===== config.mk =====
export PLATFORM = sky130hd
export DESIGN_NAME = aibnd_str_reg
export DESIGN_NICKNAME = d
export VERILOG_FILES = /design/src/rtl/aibnd_str_reg.sv
export SDC_FILE = /design/constraint.sdc
export NUM_CORES = 1
export LEC_CHECK = 0
export CORE_UTILIZATION = 30
export CTS_CLUSTER_SIZE = 20
export DETAILED_ROUTE_END_ITERATION = 8
export MAX_ROUTING_LAYER = met4
export SYNTH_ARGS = -nofsm -noshare
export SYNTH_HDL_FRONTEND = slang
export SYNTH_SLANG_ARGS = --single-unit

===== constraint.sdc =====
create_clock -name clk -period 1.7 [get_ports clk]
set_clock_uncertainty 0.05 [all_clocks]
set_input_delay 0.34 -clock clk [delete_from_list [all_inputs] [get_ports clk]]
set_output_delay 0.34 -clock clk [all_outputs]
set_load 0.1 [all_outputs]

===== src/rtl/aibnd_str_reg.sv =====
// Strength-code register: scan/parallel staging register, committed to the active code with a fixed settle/ack handshake.
// Optional AIBND_STR_REG_PARITY_EN adds a registered even-parity output q_par.
module aibnd_str_reg #(
   parameter int WIDTH      = 8,
   parameter int SETTLE_CYC = 4
) (
   input  logic             clk,
   input  logic             rst,
   input  logic             se_n,
   input  logic             si,
   output logic             so,
   input  logic             code_valid,
   input  logic [WIDTH-1:0] d,
   input  logic             upd_req,
   output logic             upd_ack,
   output logic             busy,
   output logic [WIDTH-1:0] q
`ifdef AIBND_STR_REG_PARITY_EN
   ,
   output logic             q_par
`endif
);

   localparam int CW = $clog2(SETTLE_CYC + 1);

   typedef enum logic [1:0] {IDLE, SETTLE, ACK} state_t;

   state_t           state_reg, state_next;
   logic [WIDTH-1:0] stg_reg, stg_next;
   logic [WIDTH-1:0] q_reg, q_next;
   logic [CW-1:0]    cnt_reg, cnt_next;
   logic             commit;

   // Scan shifting outranks the parallel load strobe.
   always_comb begin
      stg_next = stg_reg;
      if (!se_n)
         stg_next = {stg_reg[WIDTH-2:0], si};
      else if (code_valid)
         stg_next = d;
   end

   always_comb begin
      state_next = state_reg;
      cnt_next   = cnt_reg;
      commit     = 1'b0;
      case (state_reg)
         IDLE: begin
            if (upd_req) begin
               commit     = 1'b1;
               cnt_next   = CW'(SETTLE_CYC - 1);
               state_next = SETTLE;
            end
         end
         SETTLE: begin
            // Counter holds at zero on the exit edge so it never wraps.
            if (cnt_reg == '0)
               state_next = ACK;
            else
               cnt_next = cnt_reg - CW'(1);
         end
         ACK:     state_next = IDLE;
         default: state_next = IDLE;
      endcase
   end

   // Commit captures the pre-edge staging value, so a same-edge load is kept for the next commit.
   assign q_next = commit ? stg_reg : q_reg;

   always_ff @(posedge clk or posedge rst) begin
      if (rst) begin
         state_reg <= IDLE;
         stg_reg   <= '0;
         q_reg     <= '0;
         cnt_reg   <= '0;
      end else begin
         state_reg <= state_next;
         stg_reg   <= stg_next;
         q_reg     <= q_next;
         cnt_reg   <= cnt_next;
      end
   end

`ifdef AIBND_STR_REG_PARITY_EN
   logic q_par_reg;

   always_ff @(posedge clk or posedge rst) begin
      if (rst)
         q_par_reg <= 1'b0;
      else if (commit)
         q_par_reg <= ^stg_reg;
   end

   assign q_par = q_par_reg;
`endif

   assign so      = stg_reg[WIDTH-1];
   assign q       = q_reg;
   assign busy    = (state_reg != IDLE);
   assign upd_ack = (state_reg == ACK);

endmodule


==> key figures, run 1 <==
Logic synthesis
  • Post-synthesis simple-gate area fraction: 10.5%
  • Yosys cell types: 21
  • Post-Synth Adder-Cell Area: about 2.5%
  • Largest family of logic cells by synthesized area: multiplexers
  • Netlist Area Pre-Place: 991 sq um
  • #FFs+latches synth: 21
  • Syn nets: 95
  • Syn_area_per_cell: 12.5 sq um
  • Syn Inst Count: around 80
  • Register area share after synthesis: a little over half
  • Post-synthesis mux area share: 22.2%
  • Post-synthesis xor/xnor area fraction: 0%
  • Synth warn: 0
  • Synth Area in Compound Gates: 8.33%

Clock network
  • Clk_lat worst skew: 0.29 ns
  • Clk sinks: 21
  • Clock Tree Root: clkbuf_4
  • CTS Hold Bufs: 0
  • TritonCTS clock tree: built
  • CTS H-Tree Depth: 1
  • Clk pin slew, worst setup/hold paths: 0.11 ns
  • TritonCTS Buffers: 3
  • Clk buf depth: 2

STA
  • Slew @ Worst Pin: 0.300 ns
  • Final Critical Period: 1.65 ns
  • Period utilization: 97.0%
  • Worst Setup Slack, final: 0.0513 ns
  • Fmax achieved: 607 MHz
  • Hold Vio Cnt, Final: 0
  • Count of final setup violators: 0
  • Unrepaired setup endpoints after global routing: false
  • Final slew viol count: 0
  • WHS: 0.304 ns
  • Slew HR: roughly four fifths
  • Setup TNS Final: 0 ns

Min path
  • HP Class: in2async

Power and ir drop
  • Peak VDD IR: approximately 0.64 mV
  • Pwr dens: ~2100 nW/um^2
  • Final Total Pwr: about 3.0 mW
  • Sequential share of power: 28.3%
  • Sw Ratio: 48.1%
  • Power share of the clock group: 7.8%
  • Sw Pwr: between 1 and 1.5 mW
  • LEAKAGE: 0.668 nW
  • Int Pwr: 1.55 mW
  • Logic gate share of total power: 64.0%

Die
  • Starting Density: 31.9%
  • Row cnt: 20
  • Die extent in x: slightly below 60 um
  • Die H: 59.5 um
  • Total die area: roughly 3500 sq um
  • Total core area: 3100 sq um
  • # IOs: 25

Place
  • Post-Place Setup Slack: roughly 0.013 ns
  • DP HPWL: 1.37 mm
  • RD Place Congestion: 0.710
  • Placed Cells: 148
  • Area after DPL: roughly 1400 sq um
  • PortBufs: 24

Cells and area
  • Final Util: 46.5%
  • Final net count: 125
  • Most common cell after layout, fill and taps aside: dfrtp_1
  • Diodes inserted: 0
  • Area Overhead vs Synth: 45.6%
  • Commonest non-fill, non-tap cells in the layout: dfrtp_1 (21), clkdlybuf4s50_1 (13), buf_12 (11), mux2i_1 (10)
  • Fraction of layout cells with a size suffix above 1: around 28%
  • Design area: 1440 sq um
  • Layout Cells excl Fill: 152

Setup path
  • CP Cell Sequence: or2_4 > buf_12
  • CP top delay family: flip-flops
  • Crit path kind: reg2out
  • Worst setup EP type: output port
  • Critical Path Fanout Max: 7
  • Critical Path AT: about 1.3 ns
  • Crit path launch type: register
  • Worst Path Buf+Inv: 1
  • Crit-path max cell delay: 0.47 ns
  • Slowest cell on crit path: dfrtp_1
  • Critical Path RT: 1.31 ns

Drt
  • Avg Vias per Cell: 4.47
  • Routed len/inst: about 12 um
  • DRT Wirelength: 1.82 mm
  • DRC viols: 0
  • Post-detailed-route count of antenna-violating nets: 0
  • Total number of vias: 680
  • DRT iter0 DRCs: 20
  • First drt pass iteration count: 4

GRT
  • Global-route wire length before repair: 3.04 mm
  • Initial antenna violation count: 0
  • Grt total ovfl: 0
  • Vias in the first global route: 693
  • All-Layer GR Usage: a little under an eighth
  • Largest net degree at the start of global routing: 22

Job
  • Max Cap Violations: 0

Status
  • Status: complete, no violations
## area by class of cell
cell class | instances | area [sq um]
fillers | 314 | 1660
flip-flops and latches | 21 | 526
multi-input cells | 50 | 432
repair buffers | 28 | 384
well taps | 44 | 55.1
clock buffers | 4 | 26.3
inverters | 5 | 20.0
## cell usage after synthesis
cell,number,area (sq um)
and2b_2,1,8.76
a31oi_1,1,6.26
nand2b_1,3,18.8
buf_2,2,10.0
a22o_1,1,8.76
ha_1,2,25.0
a22oi_1,2,15.0
dfrtp_1,21,526
nor3b_1,1,7.51
or2_4,1,8.76
clkbuf_1,1,3.75
clkinv_2,1,5.00
inv_1,4,15.0
mux2_4,8,120
mux2i_1,10,100
nor2_8,1,20.0
or4b_1,1,10.0
o21bai_1,1,7.51
a21oi_1,8,40.0
nor2_1,8,30.0
o21ai_1,1,5.00
## logic make-up after synthesis
logic type / Yosys count
flops: 21
mux: 18
simple gates: 16
compound gates: 14
buf+inv: 8
fa+ha+maj: 2
## power groups by stage
stage	clock network, mW	logic, mW	registers (mW)
final	0.232	1.91	0.845
after global placement	0	1.90	0.850
after floorplan	0	0.588	1.50
after CTS	0.250	1.92	0.844
after global routing	0.262	2.00	0.867
after detailed placement	0	1.92	0.852
## final timing paths
kind | start | slack, ns | cells past startpoint | to
setup / recovery | state_reg[1] | 0.05 | 2 | busy
hold / removal | rst | 0.30 | 3 | state_reg[0]
setup reg to reg | cnt_reg[0] | 0.21 | 5 | cnt_reg[2]
hold reg to reg | stg_reg[6] | 0.49 | 1 | q[6]
max in group asynchronous | rst | 1.08 | 3 | stg_reg[6]
min in group clk | stg_reg[6] | 0.49 | 1 | q[6]
## what timing repair did
action                     4_1_cts  5_1_grt
setup buffers                    0        0
resized for setup                0        1
setup endpoints to repair        0        1
## worst min-delay path, cell delays in order
cell and delay, ns:
clkdlybuf4s50_1 0.39, inv_1 0.05, buf_4 0.27
## metal layers
| metal | track usage [%] | vias to the layer above | share of wire (%) |
|---|---|---|---|
| met4 | 3.06 | 0 | 0 |
| met3 | 2.62 | 0 | 4.9 |
| met5 | - | - | 0 |
| li1 | - | 331 | - |
| met1 | 13.9 | 327 | 45 |
| met2 | 20.9 | 22 | 50 |
(Power assumes the default switching activity.)
==> run 2: changes to the inputs <==
CORE_MARGIN = 1.5   (was default)
CTS_BUF_LIST = sky130_fd_sc_hd__clkbuf_4 sky130_fd_sc_hd__clkbuf_8   (was default)
==> run 2 against run 1 <==
Effect of this change:
- clock power is 5% higher
- critical endpoint unchanged
- sequential share of layout area is 0.095 points lower
- combinational power hardly changed
- worst hold slack better by 0.0041 ns
- first-iteration DRC count is 35% lower
- critical path type unchanged
==> key figures, run 2 (synthesis results as in run 1) <==
Status
  • Status: complete, no violations

Die
  • Die H: around 60 um
  • Starting Density: 31.9%
  • Row cnt: 20
  • # IOs: 25
  • Total core area: roughly 3100 sq um
  • Die extent in x: 60.5 um
  • Total die area: 3660 sq um

STA
  • Unrepaired setup endpoints after global routing: false
  • WHS: 0.308 ns
  • Period utilization: 96.4%
  • Worst Setup Slack, final: just over 0.06 ns
  • Fmax achieved: 610 MHz
  • Hold Vio Cnt, Final: 0
  • Slew @ Worst Pin: 0.324 ns
  • Slew HR: 78.4%
  • Count of final setup violators: 0
  • Final slew viol count: 0
  • Setup TNS Final: 0 ns
  • Final Critical Period: 1.64 ns

Place
  • Post-Place Setup Slack: 0.0125 ns
  • DP HPWL: between 1 and 1.5 mm
  • RD Place Congestion: 0.670
  • PortBufs: 24

Power and ir drop
  • Sequential share of power: 28.2%
  • Sw Pwr: 1.44 mW
  • LEAKAGE: about 0.67 nW
  • Final Total Pwr: 3.01 mW
  • Int Pwr: 1.57 mW
  • Pwr dens: 2080 nW/um^2
  • Sw Ratio: about 48%
  • Power share of the clock group: 8.1%
  • Peak VDD IR: 0.645 mV
  • Logic gate share of total power: 63.7%

Drt
  • Post-detailed-route count of antenna-violating nets: 0
  • DRC viols: 0
  • Avg Vias per Cell: 4.48
  • First drt pass iteration count: 4
  • Routed len/inst: around 12 um
  • Total number of vias: 681
  • DRT Wirelength: between 1.5 and 2 mm
  • DRT iter0 DRCs: 13

Cells and area
  • Multi-input gate area: 432 sq um
  • Final net count: ~130
  • Most common cell after layout, fill and taps aside: dfrtp_1
  • Area Overhead vs Synth: 46.0%
  • Area of all sequential standard cells: 526 sq um
  • Commonest non-fill, non-tap cells in the layout: dfrtp_1 (21), clkdlybuf4s50_1 (13), buf_12 (11), mux2i_1 (10)
  • Fraction of layout cells with a size suffix above 1: 28.7%
  • Diodes inserted: 0
  • Fillers: approximately 300

GRT
  • Initial antenna violation count: 0
  • Grt total ovfl: 0
  • Global-route wire length before repair: 3.07 mm
  • Vias in the first global route: 702
  • Largest net degree at the start of global routing: 22
  • All-Layer GR Usage: 11.6%

Clock network
  • TritonCTS clock tree: built
  • Clk pin slew, worst setup/hold paths: around 0.11 ns
  • Clk sinks: 21
  • TritonCTS Buffers: 3
  • CTS H-Tree Depth: 1
  • Clk buf depth: 2
  • Clock Tree Root: clkbuf_4
  • Clk_lat worst skew: between 0.2 and 0.3 ns

Setup path
  • Crit-path max cell delay: about 0.47 ns
  • Critical Path AT: 1.25 ns
  • Crit path launch type: register
  • R2r startpoint: cnt_reg[0]
  • Slowest cell on crit path: dfrtp_1
  • Crit path kind: reg2out
  • Critical Path RT: 1.31 ns
  • Reg-to-reg endpoint: cnt_reg[2]
  • Worst Path Buf+Inv: 1
  • CP Cell Sequence: or2_4 > buf_12
  • Critical Path Fanout Max: 7
  • CP top delay family: flip-flops
  • Flop-to-flop setup slack: 0.22 ns
  • R2R cell count: 5
  • Worst setup EP type: output port

Min path
  • HP Class: in2async

Job
  • Max Cap Violations: 0
==> run 2: cell counts in the layout (fill, tap and decap cells not counted) <==
Identical to the previous run, type by type.
==> run 2: through the flow <==
step / utilization (%) / std cells / cell area, sq um
detailed placement: 45.5 / 148 / 1410
global placement: 45.5 / 148 / 1410
finish: 46.6 / 152 / 1450
global route: 46.6 / 152 / 1450
CTS: 46.5 / 152 / 1440
floorplan: - / 79 / 991
==> run 2: worst max-delay path by stage <==
| stage | cells past startpoint | end | slack, ns | startpoint |
|---|---|---|---|---|
| finish | 2 | busy | 0.06 | state_reg[1] |
| global route | 2 | busy | 0.01 | state_reg[1] |
| CTS | 3 | upd_ack | 0.04 | state_reg[0] |
| detailed placement | 4 | q[4] | 0.01 | upd_req |
| global placement | 4 | q[2] | 0.03 | upd_req |
| floorplan | 3 | q[0] | 0.20 | state_reg[0] |
==> run 2: final cells by class <==
class	instances	share of cell area [%]
Clock buffer	4	2.08
Inverter	5	1.38
Tap cell	44	3.81
Sequential cell	21	36.3
Multi-Input combinational cell	50	29.8
Timing Repair Buffer	28	26.6
==> run 2: per-layer routing <==
metal | vias to the layer above | wire (um) | GRT usage (%)
met4 | 0 | 0 | 1.86
met3 | 0 | 89 | 2.56
met5 | - | 0 | -
met2 | 17 | 908 | 20.7
li1 | 335 | - | -
met1 | 329 | 838 | 13.8
==> run 2: worst register-to-register path: cells and delay by family (launching register included) <==
family                     cells  cell delay, ns
DFF                            1            0.39
and+or+nand+nor                1            0.46
buffers and inverters          1            0.08
adders and majority gates      1            0.22
AOI/OAI and AO/OA              2            0.23
==> run 2: timing repair <==
action,4_1_cts,5_1_grt
hold buffers,0,0
hold endpoints to repair,0,0
buffers inserted,0,0
resized for setup,0,1
setup endpoints to repair,0,1
==> run 2: power by group through the flow <==
stage                     sequential [mW]  clock (mW)  combinational, mW
after floorplan                      1.50           0              0.588
after global placement              0.851           0               1.90
after detailed placement            0.856           0               1.92
after CTS                           0.845       0.260               1.93
after global routing                0.868       0.282               2.00
final                               0.848       0.243               1.92
==> run 3: changes to the inputs <==
==> constraint.sdc (replaced) <==
create_clock -name clk -period 1.7 [get_ports clk]
set_clock_uncertainty 0.05 [all_clocks]
set_input_delay 0.255 -clock clk [delete_from_list [all_inputs] [get_ports clk]]
set_output_delay 0.255 -clock clk [all_outputs]
set_load 0.1 [all_outputs]
==> run 3 against run 2 <==
Effect of this change:
- worst hold slack worse by 0.090 ns
- highest routed layer is now met4
- sequential power decreased by 0.8%
- worst setup slack improved by 0.078 ns
- largest power group unchanged
- final cell count did not move
- critical endpoint unchanged
- wire length down 0.71%
==> key figures, run 3 (synthesis results as in run 1) <==
Status
  • Status: complete, no violations

STA
  • Final slew viol count: 0
  • Fmax achieved: 641 MHz
  • Setup TNS Final: 0 ns
  • Unrepaired setup endpoints after global routing: false
  • Slew HR: between 70 and 80%
  • Count of final setup violators: 0
  • Period utilization: 91.8%
  • Slew @ Worst Pin: 0.330 ns
  • Hold Vio Cnt, Final: 0
  • Final Critical Period: approximately 1.6 ns

Drt
  • Total number of vias: around 690
  • DRT Wirelength: 1.82 mm
  • Routed len/inst: between 10 and 15 um
  • First drt pass iteration count: 4
  • Avg Vias per Cell: 4.53
  • DRC viols: 0
  • Post-detailed-route count of antenna-violating nets: 0
  • DRT iter0 DRCs: 8

Clock network
  • Clk buf depth: 2
  • CTS H-Tree Depth: 1
  • CTS Hold Bufs: 0
  • Number of setup buffers added after CTS: 0
  • TritonCTS Buffers: 3
  • Clk_lat worst skew: 0.30 ns
  • Clock Tree Root: clkbuf_4
  • TritonCTS clock tree: built
  • Resize count post-CTS: 0
  • Clk pin slew, worst setup/hold paths: between 0.1 and 0.15 ns
  • Clk sinks: 21

Min path
  • HP Class: in2async

GRT
  • Vias in the first global route: 673
  • Initial antenna violation count: 0
  • Global-route wire length before repair: approximately 3.1 mm
  • Largest net degree at the start of global routing: 22
  • All-Layer GR Usage: 11.5%
  • Grt total ovfl: 0

Place
  • RD Place Congestion: 0.651
  • Placed Cells: 148
  • PortBufs: 24
  • DP HPWL: 1.36 mm

Cells and area
  • Area of all sequential standard cells: roughly 530 sq um
  • Fillers: 320
  • Layout Cells excl Fill: 152
  • Most common cell after layout, fill and taps aside: dfrtp_1
  • Commonest non-fill, non-tap cells in the layout: dfrtp_1 (21), clkdlybuf4s50_1 (13), buf_12 (11), mux2i_1 (10)
  • Area Overhead vs Synth: 45.6%
  • Final net count: 125
  • Diodes inserted: 0
  • Fraction of layout cells with a size suffix above 1: 28.7%
  • Multi-input gate area: 432 sq um

Setup path
  • R2r startpoint: cnt_reg[0]
  • Worst setup EP type: output port
  • Critical Path Fanout Max: 7
  • Crit. Startpoint: state_reg[1]
  • Crit path launch type: register
  • Crit path kind: reg2out
  • Critical Path RT: around 1.4 ns
  • Critical Path AT: 1.26 ns
  • R2R cell count: 5

Die
  • # IOs: 25
  • Die H: 60.5 um
  • Starting Density: 31.9%
  • Total die area: 3660 sq um
  • Row cnt: 20
  • Die extent in x: slightly above 60 um
  • Total core area: 3100 sq um

Job
  • Max Cap Violations: 0

Power and ir drop
  • Peak VDD IR: 0.654 mV
  • Final Total Pwr: 3.00 mW
  • Pwr dens: 2080 nW/um^2
  • LEAKAGE: 0.670 nW
run 3: cell types whose count changed in the layout (fill, tap and decap cells not counted):
cell and delta:
buf_6 -1, buf_4 +1
run 3: area by class of cell:
type                       count  area share (%)
sequential                    21            36.4
inverter                       5            1.39
timing repair buffer          28            26.4
clock buffer                   4            2.08
multi-input combinational     50            29.9
tap                           44            3.82
run 3: routing by layer:
| layer | global-route usage, % | wire, um |
|---|---|---|
| met5 | - | 0 |
| met4 | 2.80 | 13 |
| met3 | 2.77 | 118 |
| met2 | 18.8 | 847 |
| met1 | 14.5 | 843 |
run 3: power breakdown:
part	total (mW)	switching [mW]	internal [mW]
clock	0.251	0.143	0.107
sequential	0.841	0.169	0.672
combinational	1.91	1.13	0.782
total	3.00	1.44	1.56
run 3: critical path: stages (launching register included):
cell and delay, ns:
dfrtp_1 0.46, or2_4 0.32, buf_12 0.17
run 3: stage by stage:
| stage | cell area (sq um) | utilization [%] | setup slack, ns | hold WS [ns] |
|---|---|---|---|---|
| 6_report | 1440 | 46.5 | 0.139 | 0.218 |
| 3_5_place_dp | 1410 | 45.5 | 0.115 | 0.467 |
| 5_1_grt | 1440 | 46.5 | 0.0819 | 0.239 |
| 3_3_place_gp | 1410 | 45.5 | 0.118 | 0.472 |
| 2_1_floorplan | 991 | - | 0.204 | 0.182 |
| 4_1_cts | 1440 | 46.5 | 0.128 | 0.225 |
run 3: path summary, 6_finish.rpt:
path	slack, ns	to
setup / recovery	0.14	busy
hold / removal	0.22	stg_reg[7]
setup reg to reg	0.23	cnt_reg[2]
hold reg to reg	0.50	q[4]
max in group asynchronous	1.17	q[6]
min in group clk	0.48	stg_reg[0]
==> edit 1, RTL diff (config.mk and constraints of run 3) <==
Take the reset off `q_reg` and load it in a clocked block of its own.
--- a/src/rtl/aibnd_str_reg.sv
+++ b/src/rtl/aibnd_str_reg.sv
@@ -73,3 +73,2 @@
          stg_reg   <= '0;
-         q_reg     <= '0;
          cnt_reg   <= '0;
@@ -78,5 +77,8 @@
          stg_reg   <= stg_next;
-         q_reg     <= q_next;
          cnt_reg   <= cnt_next;
       end
+   end
+
+   always_ff @(posedge clk) begin
+      q_reg <= q_next;
    end
Behaviour: differs if rst is asserted again (counterexample within 4 cycles, from zero or initial values and one cycle with rst high); with rst held inactive, the same outputs for 10 cycles.
==> edit 1 against run 3 <==
Critical path depth stayed put; sequential share of layout area is 6.0 points higher; non-clock buffer count stayed put; core utilization is 1.4 points higher; synthesized cell count is 10% lower; routed wire length is 12% lower; final area is 7.6% lower; sequential cell count stayed put; die area is 9.3% lower; via count is 11% lower; setup slack better by 56 ps; synthesized area is 9.7% lower; highest routed layer unchanged.
Power is not compared: it rests on default switching activity, and its combinational part moved more than twofold at a synthesized area within 25%.
==> edit 1: results (changes against run 3) <==
STA
  • Hold slack: 216 ps (-1.78 ps)
  • F_max: 664 MHz (+3.7%)
  • Max-Slew Margin vs Limit: 66.8% (-11 points)

Drt
  • Routed via count: 614 (-11%)
  • Avg Vias per Cell: 4.69 (+3.6%)
  • Drt initial violations: 3 (-5)
  • Detailed Route WL: 1600 um (-12%)

Placement
  • Post-DP HPWL: 1220 um (-10%)
  • Placement Setup Slack: 81.5 ps (-33.5 ps)
  • Gp weighted congestion: 0.698 (+7.3%)
  • Placed Cells: 127 (-14%)
  • Dpl cell area: 1310 um2 (-7.6%)

Synthesis
  • Seq/Total Area, Yosys: 63.2% (+10 points)
  • Adder-cell share of the synthesized area: 2.80% (+0.27 points)
  • Mux cell area share after synthesis: 11.2% (-11 points)
  • Synthesized net count: 87 (-8.4%)
  • Number of flops mapped to enable cells by yosys: 8 (+8)
  • Most area-consuming cells after synthesis: dfrtp_1, edfxtp_1, mux2i_1
  • Synth Area in Compound Gates: 9.65% (+1.3 points)
  • Syn avg cell area: 12.6 um2 (+0.45%)

Setup path
  • R2R Setup Slk: 210 ps (-20 ps)
  • Worst-path maximum fanout: 2 (-5)

Layout
  • Filler cells: 254 (-21%)

Status
  • Status: complete, no violations

GRT
  • First-pass GRT wire length: 2820 um (-8.1%)
  • Pin count of the biggest net entering global routing: 17 (-23%)
edit 1: cell types whose count changed in the layout (fill, tap and decap cells not counted), sizes merged:
cell	before	now
mux2	8	0
and2b	1	0
dfrtp	21	13
edfxtp	0	8
nor2b	0	1
clkbuf	4	3
inv	4	5
edit 1: through the flow:
step                      total power, mW  util (%)
after global routing                 1.99      47.9
after detailed placement             1.66      46.9
final                                1.87      47.9
after CTS                            1.89      47.9
after floorplan                      1.33         -
after global placement               1.64      46.9
edit 1: worst max-delay path, cell delays in order, from the launching register on:
cell	delay, ps
dfrtp_1	390
or2_2	330
buf_12	180
edit 1: layout make-up:
| type | count | area (um2) | share of cell area [%] |
|---|---|---|---|
| inverter | 5 | 18.8 | 1.41 |
| multi-input combinational | 42 | 302 | 22.6 |
| sequential | 21 | 566 | 42.4 |
| tap | 31 | 38.8 | 2.91 |
| clock buffer | 3 | 22.5 | 1.69 |
| timing repair buffer | 28 | 380 | 28.5 |
| clock inverter | 1 | 5.00 | 0.376 |
edit 1: power breakdown:
group	leakage, nW	total (mW)	internal, mW	switching, mW
clock	0.0177	0.233	0.0875	0.145
sequential	0.219	0.715	0.646	0.0694
combinational	0.345	0.925	0.375	0.549
edit 1: logic make-up (layout without fill, tap and decap cells):
| family | after synthesis | count (layout) |
|---|---|---|
| flip-flops | 21 | 21 |
| AO/OA/AOI/OAI | 14 | 14 |
| multiplexers | 10 | 10 |
| buffers and inverters | 8 | 37 |
| adder cells (fa/ha/maj) | 2 | 2 |
| AND/OR/NAND/NOR | 16 | 16 |
edit 1: per-layer routing:
layer  vias up  GRT usage, %  wire length (um)
li1        308             -                 -
met1       285          15.5               791
met2        19          16.4               689
met3         2          2.72               105
met4         0          3.99                14
met5         -             -                 0
==> edit 2, RTL diff (flow settings as in run 3) <==
Without the edit above. Build with the macro `AIBND_STR_REG_PARITY_EN` defined.
--- a/src/rtl/aibnd_str_reg.sv
+++ b/src/rtl/aibnd_str_reg.sv
@@ -2,2 +2,4 @@
 // Optional AIBND_STR_REG_PARITY_EN adds a registered even-parity output q_par.
+`define AIBND_STR_REG_PARITY_EN
+
 module aibnd_str_reg #(
Behaviour (old outputs only; new: q_par): unchanged (Yosys induction, for registers that start in step).
==> edit 2 against run 3 <==
Final area is 8.9% higher; synthesized area increased by 9.8%; sequential cell count grew 1; routed wire length rose by 6.6%; first-iteration DRC count rose to 3.8 times the old value; setup slack improved by 3.0 ps; count of clock-buffer cells in the layout down 1.
Power is not shown: default switching activity piles up to over one toggle a cycle in this logic, so the estimate is an artifact.
==> edit 2: results (changes against run 3) <==
Synthesis
  • Post-synth top cells: dfrtp_1, nor2_1, a21oi_1
  • Synthesized net count: 110 (+16%)
  • Most area-consuming cells after synthesis: dfrtp_1, mux2_4, mux2i_1
  • Yosys warns: 0 (unchanged)
  • Post-synth ARST share: 100% (unchanged)
  • Unique cell type count in the Yosys netlist: 22 (+4.8%)
  • Seq/Total Area, Yosys: 50.6% (-2.5 points)
  • Number of flops mapped to enable cells by yosys: 0 (unchanged)

Layout
  • Layout cells sized above 1: 26.2% (-2.5 points)
  • # diodes: 0 (unchanged)
  • Fin nets: 139 (+11%)

Setup path
  • Worst-path maximum fanout: 8 (+1)
  • CP delay by family, top: flip-flops
  • Slowest CP cell: dfrtp_1
  • Critical Path AT: 1250 ps
  • Worst stage delay on the critical path: 470 ps

Min path
  • Worst hold path class: in -> async

Drt
  • DRT Pass-1 Iters: 4 (unchanged)
  • Detailed Route WL: 1940 um (+6.6%)
  • Drt initial violations: 30 (+22)
  • Routed via count: 756 (+9.9%)

Clocking
  • Worst-skew pair later-pin latency: 310 ps
  • Clock-pin slew on the worst setup and hold paths: 130 ps (+20 ps)
  • Total CTS buffers: 3 (unchanged)
  • CTS H-Tree Depth: 1 (unchanged)
  • Post-CTS Setup Bufs: 0 (unchanged)
  • Root Buffer: clkbuf_4
  • Clk buf depth: 2 (unchanged)
  • Post-CTS sizing: 0 (unchanged)

GRT
  • Pin count of the biggest net entering global routing: 23 (+4.5%)
  • Vias in the first global route: 818 (+22%)
  • Initial antenna violation count: 0 (unchanged)
  • GRT Util Overall: 11.5% (-0.016 points)
  • First-pass GRT wire length: 3550 um (+16%)

Placement
  • Gp weighted congestion: 0.712 (+9.4%)
  • # port buffers: 25 (+4.2%)
  • Dpl cell area: 1520 um2 (+7.5%)
  • Post-DP HPWL: 1520 um (+12%)

Status
  • Status: complete, no violations

STA
  • Max-Slew Margin vs Limit: 67.0% (-11 points)
edit 2: changes by cell type in the layout (fill, tap and decap cells not counted), sizes merged, moves of 2 or more:
| cell | run 3 | this run |
|---|---|---|
| a21o | 0 | 2 |
| a21oi | 8 | 12 |
| a22oi | 2 | 0 |
| mux2i | 10 | 8 |
| nand2b | 3 | 1 |
| nor2 | 9 | 16 |
| xnor2 | 0 | 7 |
edit 2: kinds of logic (layout without fill, tap and decap cells):
logic type	count (synthesis)	count (layout)	synth area share, %
AOI/OAI and AO/OA	17	17	8.74
muxes	16	16	18.0
adders and majority gates	2	2	2.30
xor gates and xnor gates	7	7	5.63
and+or+nand+nor	21	21	9.89
DFF	22	22	50.6
buffers and inverters	9	37	4.83
edit 2: worst reg2reg max path: stages, from the launching register on:
cell     delay, ps
dfrtp_1        470
or2_4          310
nor2_4         140
buf_12         150
mux2_4         300
edit 2: final timing paths:
kind                                   start      endpoint  slack (ps)  cells after the start
worst max-delay path            state_reg[0]          busy         140                      2
worst max register to register  state_reg[0]          q[7]         190                      4
worst min register to register  state_reg[1]  state_reg[1]         500                      1
worst min-delay path                     rst          q[4]         210                      3
min in group clk                          si    stg_reg[0]         440                      3
max in group asynchronous                rst    stg_reg[7]        1150                      3
edit 2: per-stage QoR:
stage	hold slack, ps	instances	util (%)	setup slack (ps)
2_1_floorplan	194	94	-	136
6_report	208	168	46.0	142
3_3_place_gp	471	164	44.5	127
4_1_cts	212	168	46.0	115
5_1_grt	220	168	46.0	79.2
3_5_place_dp	490	164	44.5	97.7
edit 2: layer usage:
metal / global-route usage [%] / wire length, um
met3: 2.14 / 87
met5: - / 0
met2: 19.4 / 932
met4: 4.08 / 31
met1: 13.8 / 892
edit 2: cell type report:
class	instances	area (um2)
tap	46	57.6
clock buffer	3	22.5
fill	335	1840
timing repair buffer	28	405
sequential	22	552
inverter	5	18.8
multi-input combinational	63	485
clock inverter	1	30.0
